===== config.mk =====
export PLATFORM = sky130hd
export DESIGN_NAME = regfile_write_arbiter
export DESIGN_NICKNAME = d
export VERILOG_FILES = /design/src/rtl/regfile_write_arbiter_pkg.sv /design/src/rtl/regfile_write_arbiter_rr.sv /design/src/rtl/regfile_write_arbiter.sv
export SDC_FILE = /design/constraint.sdc
export NUM_CORES = 1
export LEC_CHECK = 0
export CAP_MARGIN = 10
export CELL_PAD_IN_SITES_DETAIL_PLACEMENT = 2
export CELL_PAD_IN_SITES_GLOBAL_PLACEMENT = 2
export CORE_AREA = 2 2 145 147
export CTS_CLUSTER_DIAMETER = 40
export CTS_CLUSTER_SIZE = 30
export DETAILED_ROUTE_END_ITERATION = 12
export DIE_AREA = 0 0 147 149
export DONT_BUFFER_PORTS = 1
export PLACE_DENSITY_LB_ADDON = 0.1
export RECOVER_POWER = 100
export SYNTH_ARGS = -nofsm -noshare
export SYNTH_HDL_FRONTEND = slang
export SYNTH_HIERARCHICAL = 1
export SYNTH_SLANG_ARGS = --single-unit

===== constraint.sdc =====
create_clock -name clk -period 4.09 [get_ports clk]
set_input_delay 0.818 -clock clk [delete_from_list [all_inputs] [get_ports clk]]
set_output_delay 0.818 -clock clk [all_outputs]
set_load 0.005 [all_outputs]

===== src/rtl/regfile_write_arbiter_pkg.sv =====
// Shared register-file constants and the write-request record used by the write-port arbiter.
package regfile_pkg;

  localparam int NREGS   = 16;
  localparam int RADDR_W = 4;
  localparam logic [RADDR_W-1:0] ZERO_REG_ADDR = 4'hF;

  // Widest write data the register file supports; narrower datapaths use the low bits.
  localparam int MAX_DATA_W = 64;

  typedef struct packed {
    logic [RADDR_W-1:0]    addr;
    logic [MAX_DATA_W-1:0] data;
  } wr_req_t;

endpackage


===== src/rtl/regfile_write_arbiter_rr.sv =====
// Combinational round-robin arbiter over ports LO..N-1, searching upward from the pointer with wrap.
module rr_arbiter #(
  parameter int N  = 4,
  parameter int LO = 1,
  parameter int PW = (N > 1) ? $clog2(N) : 1
) (
  input  logic [N-1:0]  i_req,
  input  logic [PW-1:0] i_ptr,
  output logic [N-1:0]  o_grant,
  output logic [PW-1:0] o_next_ptr
);

  int          w_idx;
  logic        w_found;
  logic [PW-1:0] w_sel;

  always_comb begin
    o_grant    = '0;
    o_next_ptr = i_ptr;
    w_found    = 1'b0;
    w_idx      = 0;
    w_sel      = '0;
    for (int off = 0; off < N - LO; off++) begin
      // ptr + off never exceeds one wrap, so a single subtraction folds it back into LO..N-1.
      w_idx = int'(i_ptr) + off;
      if (w_idx >= N) w_idx = w_idx - (N - LO);
      w_sel = PW'(w_idx);
      if (!w_found && i_req[w_sel]) begin
        w_found        = 1'b1;
        o_grant[w_sel] = 1'b1;
        o_next_ptr     = (w_idx == N - 1) ? PW'(LO) : PW'(w_idx + 1);
      end
    end
  end

endmodule


===== src/rtl/regfile_write_arbiter.sv =====
// Single write-port arbiter: port-0 priority override, round-robin for the rest, one registered write stage.
module regfile_write_arbiter
  import regfile_pkg::*;
#(
  parameter int NREQ        = 4,
  parameter int DATA_W      = 64,
  parameter int P0_PRIORITY = 1,
  parameter int ZERO_REG    = 1,
  localparam int GW         = $clog2(NREQ)
) (
  input  logic                         clk,
  input  logic                         reset,
  input  logic                         hold,
  input  logic [NREQ-1:0]              req_valid,
  input  logic [NREQ-1:0][RADDR_W-1:0] req_addr,
  input  logic [NREQ-1:0][DATA_W-1:0]  req_data,
  output logic [NREQ-1:0]              req_ready,
  output logic                         RegWrite,
  output logic [RADDR_W-1:0]           wr_addr,
  output logic [DATA_W-1:0]            wr_data,
  output logic [GW-1:0]                grant_id,
  output logic [NREGS-1:0]             pending_mask
);

  localparam int RR_LO = (P0_PRIORITY != 0) ? 1 : 0;

  logic [GW-1:0]      r_ptr;
  logic [NREQ-1:0]    w_rr_req;
  logic [NREQ-1:0]    w_rr_grant;
  logic [GW-1:0]      w_rr_next;
  logic [NREQ-1:0]    w_ready;
  logic               w_p0_win;
  logic               w_fire;
  logic               w_commit;
  logic [GW-1:0]      w_sel_id;
  logic [RADDR_W-1:0] w_sel_addr;
  logic [DATA_W-1:0]  w_sel_data;

  always_comb begin
    w_rr_req = req_valid;
    if (P0_PRIORITY != 0) w_rr_req[0] = 1'b0;
  end

  rr_arbiter #(.N(NREQ), .LO(RR_LO), .PW(GW)) u_rr (
    .i_req      (w_rr_req),
    .i_ptr      (r_ptr),
    .o_grant    (w_rr_grant),
    .o_next_ptr (w_rr_next)
  );

  assign w_p0_win = (P0_PRIORITY != 0) && req_valid[0];

  always_comb begin
    w_ready = '0;
    if (!hold && !reset) w_ready = w_p0_win ? NREQ'(1) : w_rr_grant;
  end

  assign req_ready = w_ready;
  assign w_fire    = |w_ready;

  always_comb begin
    w_sel_id = '0;
    for (int i = 0; i < NREQ; i++)
      if (w_ready[i]) w_sel_id = GW'(i);
  end

  assign w_sel_addr = req_addr[w_sel_id];
  assign w_sel_data = req_data[w_sel_id];
  // A write to the hardwired zero register still handshakes but never reaches the register file.
  assign w_commit   = w_fire && !((ZERO_REG != 0) && (w_sel_addr == ZERO_REG_ADDR));

  always_comb begin
    pending_mask = '0;
    if (RegWrite) pending_mask[wr_addr] = 1'b1;
    if (w_commit) pending_mask[w_sel_addr] = 1'b1;
  end

  // Output stage: one registered write per cycle, pointer advances only on round-robin grants.
  always_ff @(posedge clk) begin
    if (reset) begin
      RegWrite <= 1'b0;
      wr_addr  <= '0;
      wr_data  <= '0;
      grant_id <= '0;
      r_ptr    <= GW'(RR_LO);
    end else begin
      RegWrite <= w_commit;
      if (w_commit) begin
        wr_addr  <= w_sel_addr;
        wr_data  <= w_sel_data;
        grant_id <= w_sel_id;
      end
      if (w_fire && !w_p0_win) r_ptr <= w_rr_next;
    end
  end

endmodule


==> summary.md, run 1 <==
The register clock-pin slew on the reported worst setup and hold paths came out at 0.06 ns. After legalization and detailed placement, the total HPWL measured 16.7 mm. The fraction of final layout cells with drive strength greater than 1 was 0.282. The most common cell in the netlist is nor2_1. For the final database, setup skew stands at 0.0110 ns. Counting every sink on the clock net gives 73. TritonCTS built the clock tree. In this run, the number of DRC markers left after iteration 0 of detailed routing was 148.

Total of flip-flops plus latches after synthesis: 73. The critical path is of the flip-flop to output port type. From left edge to right edge, the die measures 147 µm. The logs give 0.00700 mm² for the final instance area and 3 for the deepest level of the CTS H-tree. Worst-case hold path end point: wr_addr[0]. For this block, the routed nets add up to 22.1 mm of wire. The number of global-route vias before repair was 5,600; the clock buffer count from CTS was 9. In this run the most critical hold path is launched from wr_addr[0].

The height of the chip works out to 149 µm. Sorting the synthesized cells by how often they occur yields 138 x nor2_1, 73 x dfxtp_1, 71 x nor2b_1, 67 x mux2i_1, 64 x a2111oi_0. The arithmetic-cell share of the synthesized area counting full adders, half adders and majority gates came out at 0.0128. The logs give 3.27 ns for the worst path required time and 0 for the number of remaining DRC errors. Setup repair after global routing could not meet its margin everywhere. The max-slew violation total from the final report was 0.

Library cell occupying the most area in the post-synthesis netlist: dfxtp_1. Proportion of synthesized flip-flops having asynchronous set or reset: 0. The cell sitting at the root of the clock tree is a clkbuf_16. The worst register-to-register path begins at r_ptr[0]. The share of the synthesized area in the top cell type was 0.250. In this run the worst path has a maximum fanout of 7. The number of cells on the worst hold path is 2. The run gives 0.285 as the effective utilization at floorplan. The tools report the first-pass GRT wire length as 32.3 mm. In the final routed layout, each cell accounts on average for 23.4 µm. The region available for standard cell placement spans 0.0206 mm². The endpoint identified for the worst register-to-register timing path is wr_data[20]. The buffer levels on the longest clock path was 2; the post-detailed-route count of antenna-violating nets was 0. The count of buffers added on input and output ports is 0.

Sequential share of the synthesized area: 0.250. The combined global-route utilization of all metal layers came out at 0.189. Setup slack on the worst reg-to-reg path comes out at 0.19 ns. The routed layout has 5,176 vias. The compound-gate portion of the synthesized area came out at 0.171. The run finished with clean final reports. The logs give 653 for the number of instances in the synthesized netlist and 0 for the initial antenna violation count. Across the run, the number of max-cap violations was 0. The final critical delay including setup and external delays works out to 4.08 ns. The standard-cell row count is 53. In this run, synthesis inferred 0 flip-flops with an integrated enable. In this run the power density over the cells is 331 mW/mm². The die area came out at 0.0219 mm². The remaining global-route overflow is 0, and the simple-gate portion of the synthesized area is 0.208.

Summing all flip-flop and latch instances after layout gives 0.00146 mm². The number of hold violations in the final report was 0; the part of the cycle the worst path needs was 0.998. For this run, the leading register cell type out of synthesis is dfxtp_1.

Yosys mapped the design onto 49 distinct sky130hd cell types. The average instance in the mapped netlist occupies 8.96 µm². I/O pin count: 370. The run gives 0 ns as the aggregate negative setup slack.

In this run the cell area of the synthesized design comes to 0.00585 mm². The tools report the headroom to the max-slew limit as 0.400. The number of cells on the worst reg-to-reg path was 15. The number of iterations in the first detailed-routing pass is 4, and the fraction of synthesized area in multiplexers is 0.292.

For this design the static power due to leakage is 0.00265 µW. Type of the most critical hold path: flip-flop to flip-flop. The Yosys step of the flow raised 6 warnings.

Entering global routing, the biggest net connects 139 pins. After detailed placement, the total cell area comes to 0.00627 mm². Transition at the pin with the smallest max-transition slack: 0.877 ns.

By area, the combinational part of the netlist is dominated by multiplexers. The congestion estimate from routability-driven global placement came to 0.871. Fill cells in the final layout number 2,279. The worst IR drop on VDD came out at 0.170 mV.

The type of origin of the critical path is a flip-flop. In this run, placement finished with an instance count of 915. The footprint of the multi-input gates is 0.00430 mm², and the number of standard cells in the final layout excluding fillers is 945. The XOR/XNOR share of the synthesized area was 0.

Nature of the critical path endpoint: an output port. The final-report setup violation count came out at 0. The layout overhead on the synthesized area was 19.7%; the detailed-route vias per instance was 5.48. In the final design database the tool counted 950 nets. The run gives 0.341 as the fraction of the core area covered by cells at the end of the flow. Clock latency on the worst-skew pair, taken at its later pin, is 0.34 ns.

By area the synthesized netlist is led by dfxtp_1 25%, mux2_4 15%, mux2i_1 11%, a2111oi_0 9.6%, nor2_1 8.9%. Derived from the worst setup path, the maximum achievable clock frequency is 245 MHz. For the arrival time reported for the critical path endpoint, the log shows 3.26 ns.

0 antenna diodes ended up in the layout.
==> how the worst max path moves through the flow <==
stage,start,endpoint,slack (ns),cells after the start
detailed placement,req_valid[3],wr_data[20],0.003,11
global placement,req_valid[3],wr_data[20],0.03,11
floorplan,req_valid[3],pending_mask[13],0.004,11
finish,r_ptr[0],pending_mask[9],0.009,13
CTS,r_ptr[0],pending_mask[5],-0.007,12
global route,r_ptr[0],pending_mask[4],-0.13,13
==> cells in the final DEF (no fill, tap or decap), types with 3 or more instances in the layout <==
cell	n
nor3b_2	5
o221ai_2	5
nand3_1	4
and2_1	3
nor2_1	136
bufinv_16	3
ha_1	5
mux4_2	3
conb_1	7
a2111oi_0	64
o22ai_2	8
buf_6	4
dfxtp_1	71
o32ai_2	3
nor2b_1	69
inv_1	10
o221ai_4	3
nand2_1	12
buf_4	42
a221oi_1	4
buf_12	7
a21oi_1	5
mux2_4	60
o21ai_0	4
o22ai_4	3
nand2b_1	3
mux2_1	5
mux2i_1	67
clkbuf_16	9
==> worst max-delay path: stages, from the launching register on <==
cell,delay [ns]
dfxtp_2,0.33
inv_2,0.08
buf_4,0.12
ha_1,0.20
buf_6,0.15
mux2i_1,0.22
o21ai_0,0.18
a22oi_2,0.17
o21ai_2,0.09
or3_4,0.35
and2_4,0.22
o221a_4,0.28
or3_4,0.40
o22ai_4,0.14
==> registers in the layout, summed over array words and instances (netlist names) <==
register,cells
grant_id,2
r_ptr,2
wr_data,64
RegWrite,1
wr_addr,4
==> layout make-up <==
type / count / share of cell area
Multi-Input combinational cell: 516 / 0.614
Inverter: 12 / 0.00643
Sequential cell: 73 / 0.209
Clock buffer: 9 / 0.0322
Timing Repair Buffer: 53 / 0.0715
Clock inverter: 7 / 0.0180
Tap cell: 275 / 0.0491
==> through the flow <==
step | power [µW] | hold slack (ns) | setup slack [ns]
2_1_floorplan | 1210 | 0.527 | 0.00386
3_3_place_gp | 1330 | 0.573 | 0.0311
3_5_place_dp | 1340 | 0.581 | 0.00263
4_1_cts | 2330 | 0.536 | -0.00706
5_1_grt | 2440 | 0.584 | -0.128
6_report | 2310 | 0.595 | 0.00944
==> power breakdown <==
| part | internal [µW] | switching, µW |
|---|---|---|
| clock network | 603 | 331 |
| registers | 768 | 55.6 |
| logic | 285 | 271 |
==> cells by family (layout without fill, tap and decap cells) <==
logic type,Yosys count,count (layout)
AOI/OAI and AO/OA,116,116
buffers and inverters,71,81
muxes,136,136
DFF,73,73
other,1,7
and+or+nand+nor,250,251
adders and majority gates,6,6
==> metal layers <==
metal / track usage / vias to the layer above / share of wire
li1: - / 2398 / -
met1: 0.203 / 2533 / 0.38
met2: 0.356 / 220 / 0.53
met3: 0.0590 / 25 / 0.072
met4: 0.0524 / 0 / 0.020
met5: 0 / - / 0
==> what timing repair did <==
action / CTS / global route
gates cloned: 1 / 0
setup endpoints to repair: 15 / 15
pin swaps: 7 / 16
resized for setup: 22 / 29
setup buffers: 3 / 10
hold buffers: 0 / 0
Power figures use the tool's default switching activity.
==> inputs of run 2 (changes only) <==
SETUP_SLACK_MARGIN = 0.02   (was default)
==> summary.md, run 2 (same netlist as run 1, synthesis figures left out) <==
The power per cell area is 331 mW/mm² (+0.13%). The run gives 0 (unchanged) as the cts-stage hold buffer count. The tools report the minimum setup slack among reg-to-reg paths as 0.21 ns (+0.02 ns). The number of flip-flops in the largest register was 64 (unchanged).

The static leakage power is 0.00264 µW (-0.26%), and the number of remaining DRC errors is 0 (unchanged). The logs give 2,285 (+0.26%) for the filler cell count in the final layout and 0.0109 ns (-0.000107 ns) for the clock tree skew after final layout. For the arrival time reported for the critical path endpoint, the log shows 3.24 ns (-0.02 ns).

Setup repair after global routing could not meet its margin everywhere. The largest registers in the layout are wr_data x64, wr_addr x4. For the first-pass GRT wire length, the log shows 32.3 mm (+0.19%).

The signal on the critical path passes through inv_2 > ha_4 > mux4_2 > a22oi_2 > o21ai_2 > or3_4 > and2_4 > o221ai_2 > nand3_1 > o22ai_1. The worst setup path is captured at an output port. The I/O pin count came out at 370 (unchanged). The relative contribution of the clock network to total power came out at 0.404 (about the same).

The top cell types in the final layout, fill and taps aside, are 136 x nor2_1, 71 x dfxtp_1, 69 x nor2b_1. The run gives 0.240 (about the same) as the combinational fraction of design power. The fraction of final layout cells with drive strength greater than 1 was 0.279 (-0.00299). Remaining global-route overflow: 0 (unchanged). For the headroom to the max-slew limit, the log shows 0.398 (-0.00225).

The number of violations of the max-capacitance limit came out at 0 (unchanged). The initial DRC count is 146 (-1.4%), and the switching component of the power is 658 µW (about the same). In this run the critical register-to-register path is captured at wr_data[20]. The run gives 16.7 mm (unchanged) as the half-perimeter wire length after detailed placement. The type of the most critical hold path was flip-flop to flip-flop. The final instance area is 0.00699 mm² (-0.14%), and the number of global-route vias before repair is 5,626 (+0.46%).

The highest clock rate was 246 MHz (+0.45%); the height of the chip was 149 µm (unchanged). Standard-cell row count: 53 (unchanged). The register ranked first by flip-flop count is wr_data. The combined global-route utilization of all metal layers was 0.189 (+0.000195); the power after layout was 2310 µW (about the same).

The leading cell type in the layout, fill and taps excluded is nor2_1. The number of cells on the worst hold path came out at 2 (unchanged). The width of the die is 147 µm (unchanged), and the final-report setup violation count is 0 (unchanged). The post-detailed-route count of antenna-violating nets is 0 (unchanged), and the largest fanout of any net on the critical path is 5 (-2). The clock buffer count from CTS is 9 (unchanged). The area of the core is 0.0206 mm² (unchanged), and the count of buffers from port buffering is 0 (unchanged). STA classifies the critical path startpoint as a flip-flop. The transition at the pin with the smallest max-transition slack is 0.880 ns (+0.00329 ns), and the deepest level of the CTS H-tree is 3 (unchanged).

For the clock sink count, the log shows 73 (unchanged). The clock root buffer master was clkbuf_16. For the number of iterations in the first detailed-routing pass, the log shows 4 (unchanged).

The worst path required time was 3.27 ns (about the same); the proportion of power drawn by flip-flops and latches was 0.356 (about the same). Category of the most critical setup path: flip-flop to output port. The average wire per standard cell is 23.4 µm (+0.23%). For the max-slew violation total from the final report, the log shows 0 (unchanged). The number of inserted diodes was 0 (unchanged); the number of cells on the worst reg-to-reg path was 15 (unchanged). TritonCTS built the clock tree.

The post-detailed-routing wire length is 22.2 mm (+0.23%). From synthesis to final layout, the design area changed by 19.6%. The slowest stage of the critical path is the mux4_2 cell. The part of the cycle the worst path needs came out at 0.993 (-0.00446). The maximum number of pins on one net before global-route repair is 139 (unchanged), and the worst IR drop on VDD is 0.171 mV (+0.25%).

For the die area, the log shows 0.0219 mm² (unchanged). The startpoint identified for the worst register-to-register timing path is r_ptr[0]. Worst setup path endpoint: pending_mask[4]. The run finished with clean final reports.

The net count of the finished layout was 950 (unchanged). The initial antenna violation count was 0 (unchanged). The final critical delay including setup and external delays was 4.06 ns (-0.0182 ns); the number of hold violations in the final report was 0 (unchanged). The total via count after detailed routing is 5,166 (-0.19%), and the maximum single-stage delay on the critical path is 0.55 ns (+0.15 ns). The run gives 0.34 ns (about the same) as the insertion delay to the later sink of the worst-skew pair. The register clock-pin slew on the reported worst setup and hold paths is 0.06 ns (about the same).

The buffer levels on the longest clock path was 2 (unchanged). Area of placed instances: 0.00627 mm² (unchanged). The logs give 0.871 (unchanged) for the routability congestion estimate from global placement and 0.285 (unchanged) for the effective utilization at floorplan.

The most critical setup path has its startpoint at r_ptr[1]. The switching part of the total power was 0.284 (about the same); the detailed-route vias per instance was 5.47 (-0.19%). The run gives 1660 µW (about the same) as the internal power.
==> run 2: cell types whose count changed in the layout (fill, tap and decap cells not counted), sizes merged <==
| cell | before | now |
|---|---|---|
| buf | 53 | 52 |
| clkbuf | 9 | 10 |
==> run 2: timing repair <==
action                     4_1_cts  5_1_grt
pin swaps                        8       19
buffers inserted                 4        9
gates resized for setup         25       25
cloned                           1        0
setup endpoints to repair       15       15
==> run 2: worst min path at each step <==
| stage | start | to | slack, ns |
|---|---|---|---|
| final | wr_addr[0] | wr_addr[0] | 0.59 |
| after global routing | reset | wr_addr[0] | 0.58 |
| after CTS | reset | r_ptr[1] | 0.54 |
| after detailed placement | wr_addr[0] | wr_addr[0] | 0.58 |
| after global placement | wr_addr[0] | wr_addr[0] | 0.57 |
| after floorplan | wr_addr[3] | wr_addr[3] | 0.53 |
==> run 2: final cells by class <==
type	instances	area (µm²)	area share
multi-input combinational	516	4300	0.614
sequential	73	1460	0.209
timing repair buffer	53	493	0.0705
tap	275	344	0.0492
clock buffer	9	225	0.0322
clock inverter	7	126	0.0181
inverter	12	45.0	0.00644
==> run 2: power groups by stage <==
stage | clock network, µW | logic, µW | registers [µW]
final | 935 | 556 | 824
after global routing | 1010 | 608 | 831
after CTS | 975 | 531 | 826
after detailed placement | 0 | 503 | 840
after global placement | 0 | 487 | 840
after floorplan | 0 | 393 | 814
==> run 2: metal layers <==
layer | wire length (µm) | vias to the layer above | global-route usage
met3 | 1610 | 31 | 0.0590
met2 | 11700 | 229 | 0.356
met4 | 580 | 0 | 0.0548
met5 | 0 | - | 0
li1 | - | 2393 | -
met1 | 8250 | 2513 | 0.202
==> run 2: critical path: cells and delay by family, from the launching register on <==
kind                       cells  cell delay, ns
buffers and inverters          1            0.05
muxes                          1            0.55
DFF                            1            0.33
AOI/OAI and AO/OA              4            0.91
adders and majority gates      1            0.29
and+or+nand+nor                3            0.78
==> run 2: through the flow <==
step	util	std cells	hold WS, ns	setup WS [ns]	setup TNS (ns)
6_report	0.340	945	0.595	0.0277	0
5_1_grt	0.340	945	0.576	-0.121	-1.02
4_1_cts	0.331	936	0.536	0.000821	0
3_5_place_dp	0.305	915	0.581	0.00263	0
3_3_place_gp	0.305	915	0.573	0.0311	0
2_1_floorplan	-	659	0.527	0.00386	0
==> inputs of run 3 (changes only) <==
PLACE_DENSITY = 0.74   (was default)
PLACE_DENSITY_LB_ADDON = default   (was 0.1)
==> summary.md, run 3 (same netlist as run 1, synthesis figures left out) <==
The flow ran to the end, but the final reports show violations. The final reports fail on setup timing. For the number of inserted diodes, the log shows 0 (unchanged). The buffer levels on the longest clock path came out at 2 (unchanged). For the combinational fraction of design power, the log shows 0.270 (+0.030). The tools report the clock buffer count from CTS as 9 (unchanged).

The proportion of power drawn by flip-flops and latches came out at 0.383 (+0.027). In the final layout, the registers with the most flip-flops are wr_data x64, wr_addr x4. The logs give 0 (unchanged) for the number of remaining DRC errors and 0.174 mV (+2.2%) for the worst IR drop on VDD. The number of placed instances, taps included is 909 (-0.66%), and the initial DRC count is 194 (+33%). The final instance area is 0.00696 mm² (-0.47%), and the average wire per standard cell is 24.2 µm (+3.4%). The headroom to the max-slew limit came out at 0.551 (+0.153).

The die area was 0.0219 mm² (unchanged); the arrival time reported for the critical path endpoint was 3.35 ns (+0.11 ns). The run gives 139 (unchanged) as the maximum number of pins on one net before global-route repair. The library cell used most frequently in the layout, excluding fill and tap cells, is nor2_1. Area of the core: 0.0206 mm² (unchanged).

The run gives 0 (unchanged) as the cts-stage hold buffer count. The number of global-route vias before repair came out at 5,786 (+2.8%). The relative contribution of the clock network to total power was 0.347 (-0.057). The part of the cycle the worst path needs is 1.02 (+0.0251), and the number of iterations in the first detailed-routing pass is 4 (unchanged). The number of flip-flops in the largest register is 64 (unchanged). The remaining global-route overflow came out at 0 (unchanged).

The height of the chip was 149 µm (unchanged). TritonCTS built the clock tree. Setup repair after global routing could not meet its margin everywhere.

The worst setup path is captured at an output port. The run gives 0 (unchanged) as the number of violations of the max-capacitance limit. The I/O pin count was 370 (unchanged); the filler cell count in the final layout was 2,303 (+0.79%). The total via count after detailed routing came out at 5,328 (+3.1%). The register with the most flip-flops in the final layout is wr_data. The post-detailed-route count of antenna-violating nets was 0 (unchanged); the width of the die was 147 µm (unchanged). The detailed-route vias per instance is 5.65 (+3.4%), and the switching component of the power is 677 µW (+2.9%).

The net count of the finished layout was 948 (-0.21%); the standard-cell row count was 53 (unchanged). The run gives 1470 µW (-11%) as the internal power. For the static leakage power, the log shows 0.00260 µW (-1.5%). The number of hold violations in the final report came out at 0 (unchanged). The combined global-route utilization of all metal layers was 0.187 (-0.00147); the post-detailed-routing wire length was 22.9 mm (+3.2%).

The fraction of final layout cells with drive strength greater than 1 is 0.281 (+0.00233). The switching part of the total power works out to 0.316 (+0.0314). The transition at the pin with the smallest max-transition slack came out at 0.656 ns (-0.224 ns). The worst setup path is launched from a flip-flop. For the insertion delay to the later sink of the worst-skew pair, the log shows 0.34 ns (about the same). Number of standard cells in the final layout excluding fillers: 943 (-0.21%). Largest fanout of any net on the critical path: 4 (-1).

Worst path required time: 3.27 ns (about the same). The register clock-pin slew on the reported worst setup and hold paths was 0.07 ns (about the same). The count of buffers from port buffering is 0 (unchanged).

The run gives 3 (unchanged) as the deepest level of the CTS H-tree. In the layout the commonest cells are 136 x nor2_1, 71 x dfxtp_1, 70 x nor2b_1. The power per cell area is 308 mW/mm² (-6.9%).

The category of the most critical setup path is flip-flop to output port. The first-pass GRT wire length was 32.7 mm (+1.2%); the routability congestion estimate from global placement was 0.956 (+9.8%). Initial antenna violation count: 0 (unchanged).

The clock sink count was 73 (unchanged). The half-perimeter wire length after detailed placement is 16.4 mm (-1.7%), and the layout overhead on the synthesized area is 19.0%. Clock root buffer master: clkbuf_16. The type of the most critical hold path is input pin to flip-flop. The tools report the area of placed instances as 0.00619 mm² (-1.3%). The final critical delay including setup and external delays was 4.16 ns (+0.103 ns). The tools report the effective utilization at floorplan as 0.285 (unchanged). The logs give -0.276 ns (-0.276 ns) for the aggregate negative setup slack and 0.0104 ns (-0.000495 ns) for the clock tree skew after final layout. The logs give 240 MHz (-2.5%) for the highest clock rate and 0 (unchanged) for the max-slew violation total from the final report. The run gives 7 (+7) as the final-report setup violation count. The run gives -0.0750 ns (-0.103 ns) as the slack of the critical path.
==> run 3: cell types whose count changed in the layout (fill, tap and decap cells not counted), moves of 3 or more <==
cell / change
bufinv_16: -3
nor3b_4: +4
buf_6: +4
o22ai_1: -3
buf_4: -3
buf_12: -4
nor3b_2: -4
==> run 3: final cells by class <==
type,instances,area (µm²),share of cell area
clock buffers,10,229,0.0329
clock inverters,6,42.5,0.00611
inverters,12,45.0,0.00647
multi-input cells,516,4380,0.629
flip-flops and latches,73,1460,0.210
well taps,275,344,0.0494
repair buffers,51,460,0.0661
==> run 3: what timing repair did <==
| action | 4_1_cts | 5_1_grt |
|---|---|---|
| pin swaps | 14 | 13 |
| endpoints found under the setup margin | 81 | 68 |
| buffers inserted | 9 | 7 |
| gates resized for setup | 41 | 25 |
| cloned | 1 | 1 |
==> run 3: routing by layer <==
layer	up-vias	routed length, µm	GRT usage
met5	-	0	0
met4	0	520	0.0577
met3	34	1620	0.0495
met2	252	11800	0.339
met1	2651	8930	0.217
li1	2391	-	-
==> run 3: worst paths after layout <==
check                           startpoint                to  slack (ns)  cells after the start
worst max-delay path              r_ptr[0]  pending_mask[12]       -0.07                     14
worst min-delay path                 reset          r_ptr[1]        0.56                      1
worst min register to register  wr_addr[0]        wr_addr[0]        0.61                      2
worst max register to register    r_ptr[0]        wr_data[1]        0.17                     17
==> run 3: per-stage QoR <==
step,hold slack [ns],util,total power [µW],setup slack [ns]
after CTS,0.543,0.328,2130,0.0188
after floorplan,0.527,-,1210,0.00386
after global routing,0.535,0.339,2260,-0.213
final,0.557,0.339,2140,-0.0750
after detailed placement,0.569,0.301,1330,-0.0885
after global placement,0.581,0.301,1300,0.0142
==> run 3: worst max-delay path, stage by stage (launching register included) <==
cell and delay [ns]:
dfxtp_2 0.34, inv_2 0.06, ha_4 0.29, mux4_2 0.55, buf_6 0.15, nor3b_4 0.17
nor2_2 0.07, a21oi_2 0.19, buf_4 0.16, nor3b_4 0.18, o221ai_2 0.16, o221ai_4 0.11
buf_6 0.15, nand4_1 0.17, o22ai_2 0.25
==> run 3: power groups by stage <==
stage               clock network [µW]  registers, µW  logic [µW]
floorplan                            0            814         393
global placement                     0            834         466
global route                       810            826         625
detailed placement                   0            835         491
CTS                                775            821         535
finish                             743            822         579
